===== config.mk =====
export PLATFORM = sky130hd
export DESIGN_NAME = ldpc_wb_master
export DESIGN_NICKNAME = d
export VERILOG_FILES = /design/src/rtl/ldpc_wb_master.sv
export SDC_FILE = /design/constraint.sdc
export NUM_CORES = 1
export LEC_CHECK = 0
export ABC_AREA = 1
export BUFFER_PORTS_ARGS = -buffer_cell sky130_fd_sc_hd__buf_2
export CORE_MARGIN = 4
export CORE_UTILIZATION = 30
export DETAILED_ROUTE_END_ITERATION = 10
export HOLD_SLACK_MARGIN = 0.03
export PLACE_DENSITY = 0.52
export SETUP_SLACK_MARGIN = 0.1
export SYNTH_ARGS = -nofsm -noshare
export SYNTH_HDL_FRONTEND = slang
export SYNTH_SLANG_ARGS = --single-unit
export TNS_END_PERCENT = 10

===== constraint.sdc =====
create_clock -name wb_clk_i -period 1.5 [get_ports wb_clk_i]
set_input_delay 0.225 -clock wb_clk_i [delete_from_list [all_inputs] [get_ports wb_clk_i]]
set_output_delay 0.225 -clock wb_clk_i [all_outputs]
set_load 0.01 [all_outputs]

===== src/rtl/ldpc_wb_master.sv =====
// rtl/ldpc_wb_master.sv - Wishbone classic master issuing sequential single-word read/write bursts
//
// Optional feature macro: WBM_TIMEOUT_EN (abort a transfer after TIMEOUT stb cycles without ack)
//
// Parameters:
//   LEN_W   - burst length field width; burst = cmd_len + 1 words
//   TIMEOUT - stb cycles allowed without ack (WBM_TIMEOUT_EN builds only)
//
// Ports:
//   wb_clk_i, wb_rst_i                 clock, synchronous active-high reset
//   cmd_valid/cmd_ready, cmd_we,
//   cmd_adr, cmd_len                   burst command handshake
//   wr_valid/wr_ready, wr_data         write word stream (one word per write transfer)
//   rd_valid, rd_data                  read word pulse, no backpressure
//   busy, done, err                    burst status; err qualified by done
//   wbm_*                              Wishbone classic master port
module ldpc_wb_master #(
    parameter int LEN_W   = 8,
    parameter int TIMEOUT = 255
) (
    input  logic             wb_clk_i,
    input  logic             wb_rst_i,
    input  logic             cmd_valid,
    output logic             cmd_ready,
    input  logic             cmd_we,
    input  logic [31:0]      cmd_adr,
    input  logic [LEN_W-1:0] cmd_len,
    input  logic             wr_valid,
    output logic             wr_ready,
    input  logic [31:0]      wr_data,
    output logic             rd_valid,
    output logic [31:0]      rd_data,
    output logic             busy,
    output logic             done,
    output logic             err,
    output logic             wbm_cyc_o,
    output logic             wbm_stb_o,
    output logic             wbm_we_o,
    output logic [3:0]       wbm_sel_o,
    output logic [31:0]      wbm_adr_o,
    output logic [31:0]      wbm_dat_o,
    input  logic             wbm_ack_i,
    input  logic [31:0]      wbm_dat_i
);

    typedef enum logic [2:0] {
        S_IDLE  = 3'd0,
        S_FETCH = 3'd1,
        S_REQ   = 3'd2,
        S_GAP   = 3'd3,
        S_DONE  = 3'd4
    } state_t;

    if (TIMEOUT < 1) begin : g_bad_timeout
        $error("ldpc_wb_master: TIMEOUT must be at least 1");
    end

    state_t             state;
    state_t             state_nxt;
    logic               we_r;
    logic [31:0]        adr_r;
    logic [31:0]        dat_r;
    logic [LEN_W-1:0]   rem_r;
    logic               accept;
    logic               xfer;
    logic               last_word;
    logic               timeout_hit;
    logic               err_r;

    assign accept    = (state == S_IDLE) && cmd_valid;
    // An ack only completes a transfer while stb is up; acks in FETCH/GAP are ignored.
    assign xfer      = (state == S_REQ) && wbm_ack_i;
    assign last_word = (rem_r == '0);

`ifdef WBM_TIMEOUT_EN
    localparam int TCNT_W = $clog2(TIMEOUT + 1);

    logic [TCNT_W-1:0] tcnt;

    // Counter is held at zero outside REQ, so it restarts on every REQ entry.
    always_ff @(posedge wb_clk_i) begin
        if (wb_rst_i || state != S_REQ) begin
            tcnt <= '0;
        end else if (!wbm_ack_i) begin
            tcnt <= tcnt + 1'b1;
        end
    end

    assign timeout_hit = (state == S_REQ) && !wbm_ack_i && (tcnt == TCNT_W'(TIMEOUT - 1));

    always_ff @(posedge wb_clk_i) begin
        if (wb_rst_i || accept) begin
            err_r <= 1'b0;
        end else if (timeout_hit) begin
            err_r <= 1'b1;
        end
    end
`else
    assign timeout_hit = 1'b0;
    assign err_r       = 1'b0;
`endif

    // State register
    always_ff @(posedge wb_clk_i) begin
        if (wb_rst_i) begin
            state <= S_IDLE;
        end else begin
            state <= state_nxt;
        end
    end

    // Next-state logic
    always_comb begin
        state_nxt = state;
        case (state)
            S_IDLE:  if (cmd_valid) state_nxt = cmd_we ? S_FETCH : S_REQ;
            S_FETCH: if (wr_valid) state_nxt = S_REQ;
            S_REQ: begin
                if (wbm_ack_i) begin
                    if (last_word) state_nxt = S_DONE;
                    else           state_nxt = we_r ? S_FETCH : S_GAP;
                end else if (timeout_hit) begin
                    state_nxt = S_DONE;
                end
            end
            S_GAP:   state_nxt = S_REQ;
            S_DONE:  state_nxt = S_IDLE;
            default: state_nxt = S_IDLE;
        endcase
    end

    // Outputs decoded from state so that reset drops cyc/stb on the very next edge.
    always_comb begin
        cmd_ready = 1'b0;
        wr_ready  = 1'b0;
        busy      = 1'b0;
        done      = 1'b0;
        err       = 1'b0;
        wbm_cyc_o = 1'b0;
        wbm_stb_o = 1'b0;
        wbm_sel_o = 4'h0;
        case (state)
            S_IDLE:  cmd_ready = !wb_rst_i;
            S_FETCH: begin
                wr_ready  = 1'b1;
                busy      = 1'b1;
                wbm_cyc_o = 1'b1;
            end
            S_REQ: begin
                busy      = 1'b1;
                wbm_cyc_o = 1'b1;
                wbm_stb_o = 1'b1;
                wbm_sel_o = 4'hF;
            end
            S_GAP: begin
                busy      = 1'b1;
                wbm_cyc_o = 1'b1;
            end
            S_DONE: begin
                done = 1'b1;
                err  = err_r;
            end
            default: ;
        endcase
    end

    assign wbm_we_o  = we_r;
    assign wbm_adr_o = adr_r;
    assign wbm_dat_o = dat_r;

    // Burst datapath: address/data only move outside stb so they stay stable while stb is high.
    always_ff @(posedge wb_clk_i) begin
        if (wb_rst_i) begin
            we_r     <= 1'b0;
            adr_r    <= '0;
            dat_r    <= '0;
            rem_r    <= '0;
            rd_data  <= '0;
            rd_valid <= 1'b0;
        end else begin
            rd_valid <= 1'b0;
            if (accept) begin
                we_r  <= cmd_we;
                adr_r <= cmd_adr;
                rem_r <= cmd_len;
            end
            if (state == S_FETCH && wr_valid) begin
                dat_r <= wr_data;
            end
            if (xfer) begin
                adr_r <= adr_r + 32'd4;
                rem_r <= rem_r - 1'b1;
                if (!we_r) begin
                    rd_data  <= wbm_dat_i;
                    rd_valid <= 1'b1;
                end
            end
        end
    end

endmodule


Word level (Yosys, flattened, before mapping)
Cells that the tools add are included.
Widths: inputs -> output; s select.
- register bits after elaboration: 109
- input port bits: 110
- output and inout port bits: 109
- logic and storage cells: 47
- add/subtract/negate cells: 2
- equal/unequal tests: 7
- muxes and demuxes: 18
- bitwise logic cells: 2
- reduce and logical (&&, ||, !) cells: 11
- operators by type and width (kind ; count):
    $mux 32 ; 2
    $add 32x3->32 const B ; 1
    $mux 8 ; 2
    $mux 3 ; 4
    $pmux 3 s4 ; 1
    $logic_not 8->1 ; 1
    $sub 8x1->8 const B ; 1
    $eq 3x2->1 const B ; 2
    $mux 1 ; 6
    $ne 2x2->1 const B ; 3
    $mux 2 ; 2
    $mux 4 ; 1
    $eq 3x1->1 const B ; 1
    $eq 3x3->1 const B ; 1
    $logic_and 1x1->1 ; 3
    $logic_not 3->1 ; 1
    $reduce_and 3->1 ; 1
    $reduce_or 3->1 ; 1
    $not 1->1 ; 2
    $reduce_and 2->1 ; 1
    $reduce_bool 2->1 ; 1
    $reduce_or 2->1 ; 1
    $logic_not 1->1 ; 1

Longest topological paths before layout
- word-level depth: 4
- depth in mapped cells: 12
- gate-level depth less buffers: 10

Worst setup path after synthesis
Ideal clock, no wire load.
- kind: reg2reg
- from: register adr_r[2] (netlist: wbm_adr_o[2])
- to: register adr_r[14] (netlist: wbm_adr_o[14])
- setup time: 0.128 ns
- arrival time: 1.379 ns
- data required time: 1.372 ns
- setup slack: -0.006 ns
- stages on the path, launching flop included: 9
- path buffers: 0
- cells stage by stage: dfxtp_1 > ha_1 > nand2_1 > nor2_1 > nand2_1 > nor2_2 > xor2_1 > a21oi_1 > nor2_1
- cells in the longest elaborated chain, start to end: 2
- RTL lines (element ; line ; RTL):
    start, declared ; 61 ; logic [31:0] adr_r;
    start signal, assigned ; 184 ; adr_r <= cmd_adr;
    start signal, assigned ; 191 ; adr_r <= adr_r + 32'd4;
    $add 32x3->32 ; 191 ;
    $mux 32 ; 190 ; if (xfer) begin
Every way passes these cells.
A chain may end at the register's enable or synchronous reset.

Final worst setup path
- from: register state[1]
- to: register adr_r[7] (netlist: wbm_adr_o[7])
- cells in the longest elaborated chain, start to end: 3
- elaborated cells on any way between the ends: 6
- RTL lines (element ; line ; RTL):
    start, declared ; 58 ; state_t state;
    start signal, assigned ; 108 ; state <= state_nxt;
    $eq 3x2->1 / $logic_not 3->1 (equally long branches) ; 72, 70 ;
    $logic_and 1x1->1 (on tied branches) ; 72, 70 ;
    $mux 32 / $reduce_bool 2->1 (equally long branches) ; n/a ;
Parallel ways exist; a longest one is shown, timed or not.

==> impl_metrics.py <==
metrics = {
    "outcome": {
        "status": "finished, final reports clean",
    },
    "clocking": {
        "cts-root-buf": "clkbuf_16",
        "path_clk_slew_ps": 80,
        "cts_sinks": 109,
        "htreeDepth": 3,
        "insertion_delay_ps": 350,
        "cts_tree": "done",
        "numCtsBuffers": 9,
        "hold_buffers": 0,
        "clk_path_buf_depth": 2,
    },
    "finish": {
        "mostFrequentLayoutCells": "213 x buf_2, 191 x nand2_1, 105 x nor2_1, 92 x dfxtp_1, 64 x inv_1",
        "mostFrequentLayoutCell": "buf_2",
        "drive_above_1_share": 0.411,
        "final_cell_area_um2": 8080,
        "nNetsFinal": 1182,
        "multi_input_area_um2": 3040,
        "nFillCells": 1826,
        "antenna_cells": 0,
        "ff_latch_area_um2": 2220,
        "area_growth_syn_to_layout_pct": 51.7,
        "stdcell_count": 1299,
    },
    "yosys": {
        "ys_ff_latch": 109,
        "synth_compound_area_frac": 0.132,
        "synth-simple-area-share": 0.340,
        "synth_top_family_by_area": "simple AND/OR/NAND/NOR gates",
        "synth-seq-area-share": 0.410,
        "synthCells": 812,
        "avgSynthCellArea_um2": 6.56,
        "syn_nets": 925,
        "syn_area_um2": 5330,
        "yosysUniqueCellTypes": 32,
        "ys_warn_count": 0,
        "synthXorXnorAreaFrac": 0.00987,
        "synth_adder_area_share": 0.00705,
        "muxShareOfSynthArea": 0,
    },
    "critical_path": {
        "rrSetupSlack_ps": 40,
        "r2r-start": "state[1]$_SDFFE_PP0P_",
        "r2r_cells": 9,
        "critPathRequiredTime_ps": 1770,
        "critPathKind": "flip-flop to flip-flop",
        "crit_top_cell": "nand2_4",
        "crit_start": "state[1]$_SDFFE_PP0P_",
        "crit_chain": "inv_2, nand2_4, nor2_4, nand2_4, clkinv_8, buf_6, clkbuf_16, nand2_4, a31oi_1",
        "start_kind": "flip-flop",
        "max_stage_delay_ps": 340,
        "worstSetupEndpointType": "flip-flop",
        "cp_data_arrival_time_ps": 1730,
        "critPathSlowestCell": "dfxtp_2",
        "r2r-end": "wbm_adr_o[7]$_SDFFE_PP0P_",
        "cp_max_fo": 10,
    },
    "sta": {
        "setup_violations": 0,
        "tns_ps": 0,
        "fin_crit_ps": 1460,
        "fin_worst_skew_ps": 7.21,
        "rsz0062_at_grt": "true",
        "timing.final.crit_share": 0.973,
        "max_freq_ghz": 0.685,
        "whs_ps": 89.5,
        "final-hold-violation-count": 0,
        "final_max_slew_viol_count": 0,
    },
    "flow_run": {
        "cap_viol_max_count": 0,
    },
    "route": {
        "num_vias": 6030,
        "first_pass_iters": 4,
        "ant_nets": 0,
        "drt-wirelength-per-cell_um": 14.9,
        "vias_per_cell": 4.64,
        "post-route-drc-count": 0,
        "drt_iter0_markers": 334,
        "wirelength_um": 19400,
    },
    "global_routing": {
        "antenna_found_initial": 1,
        "overflow": 0,
        "first_global_vias": 5578,
        "grt_pass1_wl_um": 28800,
        "grt_max_degree": 41,
        "grt_usage": 0.178,
    },
    "floorplanning": {
        "coreArea_um2": 17400,
        "dieArea_um2": 19900,
        "die_h_um": 141,
        "rows": 48,
        "ios": 219,
        "start_util": 0.307,
        "die_w_um": 141,
    },
    "power_and_ir_drop": {
        "power_density_nw_per_um2": 1420,
        "p_leak_nw": 3.80,
        "p_total_mw": 11.5,
        "vdd_drop_max_uv": 675,
    },
    "place": {
        "hpwl_um": 13000,
        "placed_cells": 1255,
        "place.gp.congestion": 0.825,
        "port_buffers": 217,
        "dpl_cell_area_um2": 6900,
    },
    "hold_path": {
        "hold_end": "wbm_dat_o[15]$_SDFFE_PP0P_",
        "hold_path_class": "input port to flip-flop",
        "holdCritStartpoint": "wr_data[15]",
        "worstHoldPathCells": 3,
    },
}
-- state kept, by name, indices dropped and copies added, names as in the netlist --
signal,cells
wbm_adr_o,32
state,3
rd_valid,1
rem_r,8
wbm_dat_o,32
rd_data,32
wbm_we_o,1
-- worst max-delay path: cells and delay by family, from the launching register on --
kind            cells  cell delay (ps)
compound gates      1              160
buf+inv             4              470
flops               1              340
simple gates        4              400
-- Yosys cell counts --
master,number,area [µm²]
clkinv_1,1,3.75
nand2_1,220,826
buf_4,9,67.6
buf_8,2,30.0
nor2_2,3,18.8
conb_1,1,3.75
nand2_8,1,20.0
o21ai_1,6,30.0
nor2_1,128,480
nand2_4,1,11.3
xor2_1,6,52.6
inv_6,2,17.5
and3_1,1,6.26
o22ai_1,1,6.26
o211ai_1,1,7.51
nand3_4,1,17.5
nand3b_1,1,7.51
nand2_2,4,25.0
nand3_1,72,360
o21ai_0,52,260
a31oi_1,12,75.1
ha_1,3,37.5
or2_2,2,12.5
nor2_4,2,22.5
o221ai_1,1,8.76
buf_2,13,65.1
inv_1,70,263
dfxtp_1,109,2180
o21bai_1,1,7.51
inv_2,4,15.0
a21oi_1,61,305
clkbuf_1,21,78.8
-- report_power, final --
| group | leakage [nW] | switching [mW] | internal, mW | total (mW) |
|---|---|---|---|---|
| logic | 2.76 | 2.96 | 2.32 | 5.28 |
| clock network | 0.143 | 1.19 | 1.19 | 2.38 |
| registers | 0.897 | 0.363 | 3.43 | 3.80 |
| total | 3.80 | 4.51 | 6.94 | 11.5 |
-- what timing repair did --
item,4_1_cts,5_1_grt
endpoints found under the setup margin,41,100
gates cloned,1,6
buffers inserted,4,17
gates resized for setup,20,165
pin swaps,2,76
-- worst max path at each step --
stage                                 endpoint  slack, ps
CTS                                  cmd_ready         50
finish               wbm_adr_o[7]$_SDFFE_PP0P_         40
global placement    wbm_adr_o[30]$_SDFFE_PP0P_        -60
global route         wbm_adr_o[6]$_SDFFE_PP0P_        -40
detailed placement  wbm_adr_o[30]$_SDFFE_PP0P_        -40
floorplan           wbm_adr_o[13]$_SDFFE_PP0P_        120
-- metrics by stage --
stage / util / setup slack, ps
floorplan: - / 118
global placement: 0.397 / -57.3
detailed placement: 0.397 / -41.7
CTS: 0.421 / 47.2
global route: 0.465 / -41.9
finish: 0.465 / 41.2
-- cell families (layout without fill, tap and decap cells) --
logic type | count (synthesis) | in the layout
AND/OR/NAND/NOR | 436 | 436
AO/OA/AOI/OAI | 135 | 135
buffers and inverters | 122 | 384
flip-flops | 109 | 109
XOR/XNOR | 6 | 6
adder cells (fa/ha/maj) | 3 | 3
other | 1 | 1
-- area by class of cell --
| cell class | count | area share |
|---|---|---|
| tap | 225 | 0.0349 |
| inverter | 77 | 0.0404 |
| sequential | 109 | 0.274 |
| clock buffer | 10 | 0.0296 |
| multi-input combinational | 581 | 0.377 |
| clock inverter | 6 | 0.00558 |
| timing repair buffer | 291 | 0.239 |
-- layer usage --
layer,global-route usage,vias up,part of all wire
met5,0,-,0.00052
met4,0.0403,2,0.018
met3,0.0560,23,0.073
met2,0.293,194,0.47
met1,0.229,2721,0.44
li1,-,3090,-
Power figures use the tool's default switching activity.
